## config.mk

```make
export PLATFORM = sky130hd
export DESIGN_NAME = add4_core_flat
export DESIGN_NICKNAME = d
export VERILOG_FILES = /design/src/rtl/add4_core_if.sv /design/src/rtl/add4_core.sv /design/src/flat_wrapper.sv
export SDC_FILE = /design/constraint.sdc
export NUM_CORES = 1
export LEC_CHECK = 0
export ABC_AREA = 1
export BUFFER_PORTS_ARGS = -buffer_cell sky130_fd_sc_hd__buf_2
export CORE_AREA = 2 2 39 41
export CTS_BUF_LIST = sky130_fd_sc_hd__clkbuf_4
export CTS_CLUSTER_DIAMETER = 100
export DETAILED_ROUTE_END_ITERATION = 6
export DIE_AREA = 0 0 41 43
export PLACE_DENSITY = 0.61
export SLEW_MARGIN = 5
export SYNTH_ARGS = -nofsm -noshare
export SYNTH_HDL_FRONTEND = slang
export SYNTH_SLANG_ARGS = --single-unit
```

## constraint.sdc

```tcl
create_clock -name clk -period 3.1 [get_ports clk]
set_clock_uncertainty 0.15 [all_clocks]
set_input_delay 0.155 -clock clk [delete_from_list [all_inputs] [get_ports clk]]
set_output_delay 0.155 -clock clk [all_outputs]
set_load 0.01 [all_outputs]
```

## src/rtl/add4_core_if.sv

```systemverilog
// Operand/result bundle for the 4-bit adder leaf; the master drives operands,
// the slave (add4_core) returns combinational and registered results.
interface add4_core_if #(
    parameter int WIDTH = 4
);
    logic [WIDTH-1:0] A;
    logic [WIDTH-1:0] B;
    logic             Cin;
    logic             en;
    logic [WIDTH-1:0] Sum;
    logic             Cout;
    logic             P;
    logic             G;
    logic             Ovf;
    logic [WIDTH-1:0] Sum_q;
    logic             Cout_q;
    logic             Ovf_q;

    modport master (
        output A, B, Cin, en,
        input  Sum, Cout, P, G, Ovf, Sum_q, Cout_q, Ovf_q
    );

    modport slave (
        input  A, B, Cin, en,
        output Sum, Cout, P, G, Ovf, Sum_q, Cout_q, Ovf_q
    );
endinterface

```

## src/rtl/add4_core.sv

```systemverilog
// 4-bit ripple-carry adder with group propagate/generate, signed overflow,
// and an enable-gated registered copy of Sum/Cout/Ovf.
module add4_core #(
    parameter int WIDTH = 4
) (
    input  logic         clk,
    input  logic         rst_n,
    add4_core_if.slave   bus
);
    logic [WIDTH-1:0] w_p;
    logic [WIDTH-1:0] w_g;
    logic [WIDTH-1:0] w_s;
    logic [WIDTH:0]   w_c;
    logic             w_ovf;

    logic [WIDTH-1:0] r_sum;
    logic             r_cout;
    logic             r_ovf;

    assign w_c[0] = bus.Cin;

    for (genvar i = 0; i < WIDTH; i++) begin : g_fa
        assign w_p[i]   = bus.A[i] ^ bus.B[i];
        assign w_g[i]   = bus.A[i] & bus.B[i];
        assign w_s[i]   = w_p[i] ^ w_c[i];
        assign w_c[i+1] = w_g[i] | (w_p[i] & w_c[i]);
    end

    // Signed overflow: carry into the sign bit disagrees with carry out of it.
    assign w_ovf = w_c[WIDTH-1] ^ w_c[WIDTH];

    assign bus.Sum  = w_s;
    assign bus.Cout = w_c[WIDTH];
    assign bus.Ovf  = w_ovf;
    assign bus.P    = &w_p;
    assign bus.G    = w_g[3]
                    | (w_p[3] & w_g[2])
                    | (w_p[3] & w_p[2] & w_g[1])
                    | (w_p[3] & w_p[2] & w_p[1] & w_g[0]);

    // NOTE: non-blocking assignments keep the capture ordered against other
    // clocked logic reading these registers in the same edge.
    always_ff @(posedge clk or negedge rst_n) begin
        if (!rst_n) begin
            r_sum  <= '0;
            r_cout <= 1'b0;
            r_ovf  <= 1'b0;
        end else if (bus.en) begin
            r_sum  <= w_s;
            r_cout <= w_c[WIDTH];
            r_ovf  <= w_ovf;
        end
    end

    assign bus.Sum_q  = r_sum;
    assign bus.Cout_q = r_cout;
    assign bus.Ovf_q  = r_ovf;
endmodule

```

## src/flat_wrapper.sv

```systemverilog
// flat-port wrapper written by rule: the top's interface ports become plain ports
module add4_core_flat 
#(
    parameter int WIDTH = 4
)
  (clk, rst_n, bus_A, bus_B, bus_Cin, bus_en, bus_Sum, bus_Cout, bus_P, bus_G, bus_Ovf, bus_Sum_q, bus_Cout_q, bus_Ovf_q);
  add4_core_if #(.WIDTH(WIDTH)) bus_i ();
  input  logic clk;
  input  logic rst_n;
  input wire logic [$bits(bus_i.A)-1:0] bus_A;
  input wire logic [$bits(bus_i.B)-1:0] bus_B;
  input wire logic [$bits(bus_i.Cin)-1:0] bus_Cin;
  input wire logic [$bits(bus_i.en)-1:0] bus_en;
  output wire logic [$bits(bus_i.Sum)-1:0] bus_Sum;
  output wire logic [$bits(bus_i.Cout)-1:0] bus_Cout;
  output wire logic [$bits(bus_i.P)-1:0] bus_P;
  output wire logic [$bits(bus_i.G)-1:0] bus_G;
  output wire logic [$bits(bus_i.Ovf)-1:0] bus_Ovf;
  output wire logic [$bits(bus_i.Sum_q)-1:0] bus_Sum_q;
  output wire logic [$bits(bus_i.Cout_q)-1:0] bus_Cout_q;
  output wire logic [$bits(bus_i.Ovf_q)-1:0] bus_Ovf_q;
  assign bus_i.A = bus_A;
  assign bus_i.B = bus_B;
  assign bus_i.Cin = bus_Cin;
  assign bus_i.en = bus_en;
  assign bus_Sum = bus_i.Sum;
  assign bus_Cout = bus_i.Cout;
  assign bus_P = bus_i.P;
  assign bus_G = bus_i.G;
  assign bus_Ovf = bus_i.Ovf;
  assign bus_Sum_q = bus_i.Sum_q;
  assign bus_Cout_q = bus_i.Cout_q;
  assign bus_Ovf_q = bus_i.Ovf_q;
  add4_core #(.WIDTH(WIDTH)) u_core (.clk(clk), .rst_n(rst_n), .bus(bus_i));
endmodule
```

==> Yosys cells after proc, flatten, opt, wreduce, memory -nomap -nowiden <==
Cells that the tools add are included.
{ "totals": {"elab_cells": 33, "regBits": 6, "output_inout_bits": 14} }
{ "classes": {"n_reduce_logical": 1, "n_bitwise": 29} }
{ "ops": {"columns": ["op", "count"], "rows": [
  ["bitwise AND 1 bit", 13],
  ["XOR 1 bit", 9],
  ["OR 1 bit", 7],
  ["AND reduction 4 bit", 1]
]} }

==> Logic depth before layout (Yosys ltp) <==
Gate-level depths: netlist of run 1.
{ "logic_depth": {"ltp_word": 10, "depth_mapped": 11} }

==> Worst setup path before layout of run 1 <==
No wires, ideal clock.
{ "synth_path": {"path_type": "input port to output port", "from": "input bus_Cin", "to": "output bus_Ovf", "stages": 10, "t_arrival_ns": 1.792, "required_time_ns": 2.795, "path_slack_ns": 1.003, "path_cell_list": "inv_1 fa_1 inv_1 fa_1 fa_1 inv_1 fa_1 inv_1 nand2_1 and2_1"} }
{ "synth_via": {"elab_chain_len": 9} }
{ "synth_rtl": {"columns": ["item", "line_no", "rtl"], "rows": [
  ["start: declaration", "flat_wrapper.sv:12", "input wire logic [$bits(bus_i.Cin)-1:0] bus_Cin;"],
  ["bitwise AND 1 bit", "add4_core.sv:26", "assign w_c[i+1] = w_g[i] | (w_p[i] & w_c[i]);"],
  ["OR 1 bit", "add4_core.sv:26", null],
  ["bitwise AND 1 bit", "add4_core.sv:26", null],
  ["OR 1 bit", "add4_core.sv:26", null],
  ["bitwise AND 1 bit", "add4_core.sv:26", null],
  ["OR 1 bit", "add4_core.sv:26", null],
  ["bitwise AND 1 bit", "add4_core.sv:26", null],
  ["OR 1 bit", "add4_core.sv:26", null],
  ["net bus_Cout", "flat_wrapper.sv:15", "output wire logic [$bits(bus_i.Cout)-1:0] bus_Cout;"],
  ["XOR 1 bit", "add4_core.sv:30", "assign w_ovf = w_c[WIDTH-1] ^ w_c[WIDTH];"],
  ["end: declaration", "flat_wrapper.sv:18", "output wire logic [$bits(bus_i.Ovf)-1:0] bus_Ovf;"]
]} }
The timed path passes the listed nets, and every way through them passes these cells.

==> Worst setup path after layout of run 1 <==
{ "layout_path": {"from": "input bus_B[0]", "to": "output bus_Sum[3]"} }
{ "layout_via": {"elab_chain_len": 8} }
{ "layout_rtl": {"columns": ["item", "line_no", "rtl"], "rows": [
  ["start: declaration", "flat_wrapper.sv:11", "input wire logic [$bits(bus_i.B)-1:0] bus_B;"],
  ["XOR 1 bit", "add4_core.sv:23", "assign w_p[i] = bus.A[i] ^ bus.B[i];"],
  ["bitwise AND 1 bit", "add4_core.sv:26", null],
  ["OR 1 bit (*)", "add4_core.sv:26", null],
  ["bitwise AND 1 bit (*)", "add4_core.sv:26", null],
  ["OR 1 bit (*)", "add4_core.sv:26", null],
  ["bitwise AND 1 bit (*)", "add4_core.sv:26", null],
  ["OR 1 bit (*)", "add4_core.sv:26", null],
  ["XOR 1 bit (*)", "add4_core.sv:25", "assign w_s[i] = w_p[i] ^ w_c[i];"],
  ["end: declaration", "flat_wrapper.sv:14", "output wire logic [$bits(bus_i.Sum)-1:0] bus_Sum;"]
]} }
Mark *: on every way between the ends. The rest lies on a longest branch, timed or not.

==> results of run 1 <==
==> how the worst min path moves through the flow <==
stage | slack, ps | endpoint | cells after the start | startpoint
floorplan | -290 | u_core.bus.Cout_q$_DFFE_PN0P_ | 0 | rst_n
global placement | -170 | u_core.bus.Sum_q[1]$_DFFE_PN0P_ | 1 | rst_n
detailed placement | -170 | u_core.bus.Sum_q[0]$_DFFE_PN0P_ | 1 | rst_n
CTS | 30 | u_core.bus.Sum_q[1]$_DFFE_PN0P_ | 3 | bus_en
global route | 50 | u_core.bus.Sum_q[1]$_DFFE_PN0P_ | 3 | bus_en
finish | 30 | u_core.bus.Sum_q[1]$_DFFE_PN0P_ | 3 | bus_en
==> sequential cells by signal (all words and copies together), names as in the netlist <==
| register | count |
|---|---|
| u_core.bus.Ovf_q | 1 |
| u_core.bus.Sum_q | 4 |
| u_core.bus.Cout_q | 1 |
==> synthesized netlist by cell type, drive strengths merged <==
library cell and instances:
o21ai 3, ha 4, fa 4, dfrtp 6, nand2 18, nand4 1, nand3 1, nor2 3
inv 13, and2 1
==> kinds of logic after synthesis <==
| logic type | after synthesis | share of synthesized area, % |
|---|---|---|
| AOI/OAI and AO/OA | 3 | 4.23 |
| and+or+nand+nor | 24 | 21.7 |
| buffers and inverters | 13 | 11.0 |
| adders and majority gates | 8 | 29.3 |
| DFF | 6 | 33.8 |
==> per-stage QoR <==
step	instance area [sq um]	worst slack, ps	std cells	utilization (%)	total power, W
final	622	771	99	44.9	0.000267
after global routing	622	630	99	44.9	0.000288
after CTS	622	750	99	44.9	0.000272
after detailed placement	589	752	95	42.6	0.000200
after global placement	589	770	95	42.6	0.000199
after floorplan	444	1000	54	-	0.000156
==> layer usage <==
layer  part of all wire, %  track usage [%]  up-vias  wire length (um)
met5                     0                0        -                 0
met4                     0             8.00        0                 0
met3                   7.7             1.05        0                65
met2                    51             15.6       16               433
met1                    41             12.4      177               349
li1                      -                -      219                 -
==> power by group <==
part	internal [W]	switching, W	leakage [nW]
logic	0.0000450	0.0000554	0.293
registers	0.0000911	0.00000644	0.0729
clock network	0.0000436	0.0000252	0.0138
==> worst reg2reg max path, delay by kind of cell (launching register included) <==
family | cells | cell delay (ps)
AOI/OAI and AO/OA | 1 | 50
DFF | 1 | 370
and+or+nand+nor | 1 | 80
==> final cells by class <==
type,count,area [sq um]
inverters,13,48.8
flip-flops and latches,6,150
clock buffers,3,22.5
multi-input cells,35,245
repair buffers,26,135
fillers,146,762
well taps,16,20.0
==> out/qor.yml, run 1 <==
final_common_cell: "buf_2"
routabilityCongestion: 0.733
grt_pass1_wl_um: 1240
ys_top_cells_by_area: "dfrtp_1, fa_1, nand2_1"
grt_usage_pct: 10.3
cts_sinks: 6
hold_class: "in -> reg"
ys_types: 12
fmax_mhz: 429
reg2reg_depth: 2
setup-violations-final: 0
htreeDepth: 1
drt-total-wl_um: 848
r2r-end: "u_core.bus.Sum_q[3]$_DFFE_PN0P_"
period_minus_slack_ps: 2330
hold_viol: 0
worstPathArrival_ps: 2020
ys_seq_area_share_pct: 33.8
peakVddDrop_v: 0.000125
synth.largest_area_cell: "dfrtp_1"
areaGrowthSynthToFinish_pct: 40.0
r2r_start: "u_core.bus.Sum_q[3]$_DFFE_PN0P_"
drc: 0
final_layout_size_suffix_gt1_share_pct: 36.1
dp_hpwl_um: 765
r2r_slack_ps: 2340
crit_path_top_delay_cell: "fa_1"
path_buf_inv: 6
cp.depth: 10
globalRouteOverflowTotal: 0
endpoint: "bus_Sum[3]"
cts_resized: 0
fin_tns_setup_ps: 0
cts_setup_buffers: 0
period_share_pct: 75.1
critPathLaunch: "bus_B[0]"
rows: 14
io_pins: 26
rsz0062_at_grt: "false"
synth_area_sq_um: 444
max_stage_delay_ps: 440
worstMarginPinSlew_ps: 143
io_buffers: 25
antenna_found_initial: 0
start_util_pct: 32.1
whs_ps: 31.0
clk_latency_ps: 240
wire_per_inst_um: 8.57
drt_iter0_markers: 2
critPathMaxFanout: 2
cp_top_family: "adder cells"
grt_max_degree: 10
clkSlewWorstSetupHoldPaths_ps: 40
ys_ff_latch: 6
via_per_inst: 4.16
syn_nets: 74
synth_area_per_cell_sq_um: 8.23
maxSlewViolCount: 0
ctsHoldBuffers: 1
ys_warn_count: 0
p_per_area_nw_per_um2: 429
dieArea_sq_um: 1760
max-slew-margin-rel_pct: 90.5
synthCells: 54
n_antenna_cell: 0
crit_path_start_kind: "primary input"
die_h_um: 43
layout_common_cells: "buf_2, nand2_1, inv_1, dfrtp_1"
outcome: "completed"
leakage_nw: 0.380
synth_top_area_share_pct: 33.8
drv_cap: 0
crit_chain: "buf_2 -> inv_1 -> fa_1 -> inv_1 -> fa_1 -> fa_1 -> inv_1 -> fa_1 -> inv_1 -> buf_2"
ant_nets: 0
first_pass_iters: 4
vias: 412
floorplan.die.width_um: 41
numCtsBuffers: 3
clockBufferDepth: 2
crit_type: "in -> out"
endpoint_kind: "output port"
first_global_vias: 350
clock-root-buffer: "clkbuf_4"
core_area_sq_um: 1380
cts_tree: "built"
worst-endpoint-required_ps: 2790
fin_nets: 105
No activity file was read; power rests on OpenSTA's default activity.
==> inputs of run 2 (changes only) <==
ABC_AREA = 0   (was 1)
PLACE_DENSITY = 0.63   (was 0.61)
clock period = 2.08 ns   (was 3.1 ns; I/O delays follow)
==> run 2 against run 1 <==
Effect of this change: cell area increased by 9.9%; critical path depth unchanged; sequential power up 59%; hold slack better by 34 ps; clock power grew 51%; largest cell class unchanged; utilization grew 4.4 points; wire length down 4.0%; count of clock-buffer cells in the layout is the same; non-clock buffer count grew 3.
==> out/qor.yml, run 2 <==
layout_common_cells: "buf_2, dfrtp_1"  # was buf_2, nand2_1, inv_1, dfrtp_1
clockBufferDepth: 2  # unchanged
synth_enable_flop_cells: 0  # unchanged
clk_latency_ps: 230  # was 240 ps
p_per_area_nw_per_um2: 661  # was 429 nW/um^2
crit_path_start_kind: "primary input"  # unchanged
io_buffers: 25  # unchanged
maxSlewViolCount: 0  # unchanged
cts_tree: "built"  # unchanged
synth_top_area_share_pct: 34.5  # was 33.8%
largest_reg_flops: 4  # unchanged
fmax_mhz: 488
ys.flop_type: "dfrtp_1"  # unchanged
ys_ff_latch: 6  # unchanged
syn_nets: 58  # was 74
synth_most_common_cell: "inv_1"  # was nand2_1
first_pass_iters: 4  # unchanged
max_stage_delay_ps: 420  # was 440 ps
cp_common_cell: "fa_2"
drt-total-wl_um: 814  # was 848 um
peakVddDrop_v: 0.000206  # was 0.000125 V
ys_top_cells_by_area: "dfrtp_1, fa_1, mux2_2"  # was dfrtp_1, fa_1, nand2_1
worst-endpoint-required_ps: 1830  # was 2790 ps
areaGrowthSynthToFinish_pct: 56.9  # was 40.0%
crit_path_top_delay_cell: "fa_2"  # was fa_1
clock-root-buffer: "clkbuf_4"  # unchanged
io_pins: 26  # unchanged
final_common_cell: "buf_2"  # unchanged
antenna_found_initial: 0  # unchanged
htreeDepth: 1  # unchanged
outcome: "completed"  # unchanged
synth_top_family_by_area: "adder cells"  # unchanged
setup-violations-final: 0  # unchanged
worstMarginPinSlew_ps: 145  # was 143 ps
muxShareOfSynthArea_pct: 16.4  # was 0%
first_global_vias: 375  # was 350
ant_nets: 0  # unchanged
drt_iter0_markers: 7  # was 2
ys_types: 12  # unchanged
hold_class: "in -> async"  # was in -> reg
drv_cap: 0  # unchanged
synth-compound-area-share_pct: 3.45  # was 4.23%
dieArea_sq_um: 1760  # unchanged
core_area_sq_um: 1380  # unchanged
die_h_um: 43  # unchanged
wire_per_inst_um: 9.58  # was 8.57 um
final_cells: 85  # was 99
dp.cells: 81  # was 95
vias: 375  # was 412
hold_viol: 0  # unchanged
synthAdderAreaFrac_pct: 29.9  # was 29.3%
ys_seq_area_share_pct: 34.5  # was 33.8%
worstPathArrival_ps: 1800  # was 2020 ps
critPathMaxFanout: 2  # unchanged
numCtsBuffers: 3  # unchanged
fill_cells: 144  # was 146
preCtsSetupSlack_ps: -177  # was 752 ps
synth.largest_area_cell: "dfrtp_1"  # unchanged
multi_input_area_sq_um: 258  # was 245 sq um
via_per_inst: 4.41  # was 4.16
synth_area_sq_um: 435  # was 444 sq um
grt_max_degree: 7  # was 10
synthCells: 38  # was 54
fin_nets: 91  # was 105
globalRouteOverflowTotal: 0  # unchanged
drc: 0  # unchanged
report.power.total_w: 0.000452  # was 0.000267 W
setup_ws_ps: 30.5  # was 771 ps
rows: 14  # unchanged
rsz0062_at_grt: "true"  # was false
clkSlewWorstSetupHoldPaths_ps: 40  # about the same
grt_usage_pct: 11.8  # was 10.3%
fin_tns_setup_ps: 0  # unchanged
synthTopCellsByCount: "inv_1, dfrtp_1, mux2_2"  # was nand2_1, inv_1, dfrtp_1
routabilityCongestion: 0.703  # was 0.733
endpoint_kind: "output port"  # unchanged
crit_type: "in -> out"  # unchanged
finish.utilization_pct: 49.4  # was 44.9%
yosys.area_share.simple_pct: 2.59  # was 21.7%
cts_setup_buffers: 0  # unchanged
period_share_pct: 98.5
synth_area_per_cell_sq_um: 11.5  # was 8.23 sq um
grt_pass1_wl_um: 1380  # was 1240 um
seq_area_sq_um: 150  # unchanged
cts_sinks: 6  # unchanged
n_antenna_cell: 0  # unchanged
synth_xor_area_share_pct: 2.01  # was 0%
final_layout_size_suffix_gt1_share_pct: 69.6  # was 36.1%
floorplan.die.width_um: 41  # unchanged
period_minus_slack_ps: 2050
leakage_nw: 0.367  # was 0.380 nW
synthArstFlopShare_pct: 100  # unchanged
crit_chain: "buf_6 -> inv_4 -> fa_2 -> inv_2 -> fa_2 -> fa_2 -> inv_2 -> fa_2 -> inv_2 -> buf_6"  # was buf_2 -> inv_1 -> fa_1 -> inv_1 -> fa_1 -> fa_1 -> inv_1 -> fa_1 -> inv_1 -> buf_2
max-slew-margin-rel_pct: 90.3  # was 90.5%
start_util_pct: 31.5  # was 32.1%
ys_warn_count: 0  # unchanged
[run 2: per-layer routing]
layer	global-route usage [%]	vias to the layer above	part of all wire [%]
li1	-	181	-
met1	12.3	176	37
met2	19.1	16	52
met3	3.14	2	10
met4	8.00	0	0.49
met5	0	-	0
[run 2: cell families after synthesis]
family,after synthesis
and+or+nand+nor,3
adders and majority gates,8
DFF,6
AOI/OAI and AO/OA,3
muxes,6
xor gates and xnor gates,1
buffers and inverters,11
[run 2: final cells by class]
class | instances | area share [%]
well taps | 16 | 2.93
multi-input cells | 21 | 37.7
inverters | 10 | 7.33
repair buffers | 29 | 26.7
flip-flops and latches | 6 | 22.0
clock buffers | 3 | 3.30
[run 2: repair_timing]
item / in CTS / in global routing
hold buffers: 1 / 0
hold endpoints to repair: 6 / 0
endpoints found under the setup margin: 2 / 1
pin swaps: 4 / 0
gates resized for setup: 6 / 2
[run 2: path summary, 6_finish.rpt]
check | from | endpoint | slack (ps) | depth (start not counted)
worst max register to register | u_core.bus.Ovf_q$_DFFE_PN0P_ | u_core.bus.Ovf_q$_DFFE_PN0P_ | 1170 | 1
worst min-delay path | rst_n | u_core.bus.Sum_q[0]$_DFFE_PN0P_ | 70 | 2
worst min register to register | u_core.bus.Sum_q[3]$_DFFE_PN0P_ | u_core.bus.Sum_q[3]$_DFFE_PN0P_ | 350 | 1
worst max-delay path | bus_Cin | bus_Sum[3] | 30 | 10
min in group clk | bus_en | u_core.bus.Sum_q[2]$_DFFE_PN0P_ | 80 | 2
max in group asynchronous | rst_n | u_core.bus.Ovf_q$_DFFE_PN0P_ | 1570 | 2
[run 2: metrics by stage]
step	instance area (sq um)	hold slack, ps
global route	683	74.1
detailed placement	621	-215
floorplan	464	-342
CTS	678	63.6
global placement	621	-218
finish	683	65.2
[run 2: critical path, delay by kind of cell]
kind / cells / cell delay, ps
fa+ha+maj: 4 / 1290
buf+inv: 6 / 390
[run 2: power breakdown]
part	internal [W]	switching [W]	total (W)
clock	0.0000650	0.0000385	0.000104
combinational	0.000104	0.0000892	0.000193
sequential	0.000143	0.0000125	0.000155
total	0.000312	0.000140	0.000452
==> inputs of run 3 (changes only) <==
PLACE_DENSITY = 0.6   (was 0.63)
clock period = 2 ns   (was 2.08 ns; I/O delays follow)
==> run 3 against run 2 <==
Effect of this change: the run now ends with negative setup slack left; worst setup slack lost 84 ps; die area is the same; first-iteration DRC count shrank 43%; sequential power grew 4%; critical endpoint unchanged; highest routed layer unchanged.
==> out/qor.yml, run 3 (synthesis results as in run 2) <==
hold_class: "in -> async"  # unchanged
rsz0062_at_grt: "true"  # unchanged
setup-violations-final: 2  # was 0
peakVddDrop_v: 0.000196  # was 0.000206 V
outcome: "finished with violations"  # was completed
max-slew-margin-rel_pct: 89.6  # was 90.3%
clockBufferDepth: 2  # unchanged
start_util_pct: 31.5  # unchanged
place_area_sq_um: 613  # was 621 sq um
first_global_vias: 383  # was 375
grt_usage_pct: 11.6  # was 11.8%
drc: 0  # unchanged
highest_layer: "met4"  # unchanged
maxSlewViolCount: 0  # unchanged
r2r_start: "u_core.bus.Sum_q[3]$_DFFE_PN0P_"  # was u_core.bus.Ovf_q$_DFFE_PN0P_
dp_hpwl_um: 723
dieArea_sq_um: 1760  # unchanged
die_h_um: 43  # unchanged
worstMarginPinSlew_ps: 157  # was 145 ps
largest_reg_flops: 4  # unchanged
globalRouteOverflowTotal: 0  # unchanged
setup_ws_ps: -53.7  # was 30.5 ps
preCtsSetupSlack_ps: -266  # was -177 ps
clkSlewWorstSetupHoldPaths_ps: 40  # about the same
worst-endpoint-required_ps: 1750  # was 1830 ps
met3_length_um: 67  # was 81 um
period_minus_slack_ps: 2050
clk_latency_ps: 240  # was 230 ps
critPathMaxFanout: 2  # unchanged
clock-root-buffer: "clkbuf_4"  # unchanged
core_area_sq_um: 1380  # unchanged
grt_pass1_wl_um: 1370  # was 1380 um
areaGrowthSynthToFinish_pct: 59.8  # was 56.9%
violations: "negative setup slack"
fin_nets: 92  # was 91
grt_max_degree: 7  # unchanged
layout_common_cells: "buf_2, dfrtp_1"  # unchanged
rows: 14  # unchanged
htreeDepth: 1  # unchanged
p_per_area_nw_per_um2: 689  # was 661 nW/um^2
numCtsBuffers: 3  # unchanged
n_antenna_cell: 0  # unchanged
io_pins: 26  # unchanged
final_common_cell: "buf_2"  # unchanged
finish.utilization_pct: 50.3  # was 49.4%
route.met2.wl_um: 424  # was 426 um
drv_cap: 0  # unchanged
drt_iter0_markers: 4  # was 7
io_buffers: 25  # unchanged
cts_sinks: 6  # unchanged
endpoint_kind: "output port"  # unchanged
cts_tree: "built"  # unchanged
worstPathArrival_ps: 1800  # about the same
routabilityCongestion: 0.707  # was 0.703
crit_path_start_kind: "primary input"  # unchanged
via_per_inst: 4.47  # was 4.41
ant_nets: 0  # unchanged
antenna_found_initial: 0  # unchanged
report.power.total_w: 0.000479  # was 0.000452 W
wl_met1_um: 346  # was 302 um
fin_area_sq_um: 696  # was 683 sq um
crit_type: "in -> out"  # unchanged
fmax_mhz: 487
hold_viol: 0  # unchanged
leakage_nw: 0.374  # was 0.367 nW
first_pass_iters: 2  # was 4
floorplan.die.width_um: 41  # unchanged
final_layout_size_suffix_gt1_share_pct: 70.0  # was 69.6%
critPathLaunch: "bus_B[0]"  # was bus_Cin
period_share_pct: 103
vias: 384  # was 375
wire_per_inst_um: 9.90  # was 9.58 um
drt-total-wl_um: 851  # was 814 um
-- run 3: cell count changes in the layout (fill, tap and decap cells not counted), sizes merged --
cell and delta:
buf +1
-- run 3: what timing repair did --
| action | in CTS | in global routing |
|---|---|---|
| gates cloned | 0 | 0 |
| endpoints found under the setup margin | 4 | 3 |
| hold buffers | 1 | 0 |
| gates resized for setup | 7 | 2 |
| endpoints found under the hold margin | 6 | 0 |
| pin swaps | 4 | 0 |
| setup buffers | 2 | 0 |
-- run 3: report_power, final --
part	total (W)	internal, W	switching (W)
registers	0.000161	0.000148	0.0000124
clock network	0.000108	0.0000677	0.0000405
logic	0.000210	0.000116	0.0000945
-- run 3: final cells by class --
| type | count | area (sq um) |
|---|---|---|
| fill | 127 | 688 |
| multi-input combinational | 21 | 258 |
| timing repair buffer | 30 | 198 |
| sequential | 6 | 150 |
| inverter | 10 | 47.5 |
| clock buffer | 3 | 22.5 |
| tap | 16 | 20.0 |
-- run 3: path summary, 6_finish.rpt --
kind / slack (ps) / end / depth (start not counted)
setup reg to reg: 1100 / u_core.bus.Sum_q[3]$_DFFE_PN0P_ / 1
setup / recovery: -50 / bus_Sum[3] / 10
min in group clk: 90 / u_core.bus.Sum_q[0]$_DFFE_PN0P_ / 2
hold reg to reg: 350 / u_core.bus.Sum_q[0]$_DFFE_PN0P_ / 1
max in group asynchronous: 1500 / u_core.bus.Ovf_q$_DFFE_PN0P_ / 2
hold / removal: 70 / u_core.bus.Sum_q[0]$_DFFE_PN0P_ / 2
-- run 3: layer usage --
layer  global-route usage [%]  vias up
met4                     10.0        0
met5                        0        -
li1                         -      185
met1                     13.6      181
met2                     18.1       16
met3                        0        2
-- run 3: critical path: stages --
cell and delay [ps]:
buf_8 100, inv_4 40, fa_2 190, inv_2 40, fa_2 330, fa_2 350
inv_2 60, fa_2 420, inv_2 80, buf_6 100
-- run 3: stage by stage --
stage | cells | hold slack, ps | TNS [ps]
after floorplan | 38 | -346 | -215
after global placement | 80 | -222 | -878
after detailed placement | 80 | -220 | -979
after CTS | 86 | 65.2 | -62.1
after global routing | 86 | 89.3 | -231
final | 86 | 65.9 | -59.4
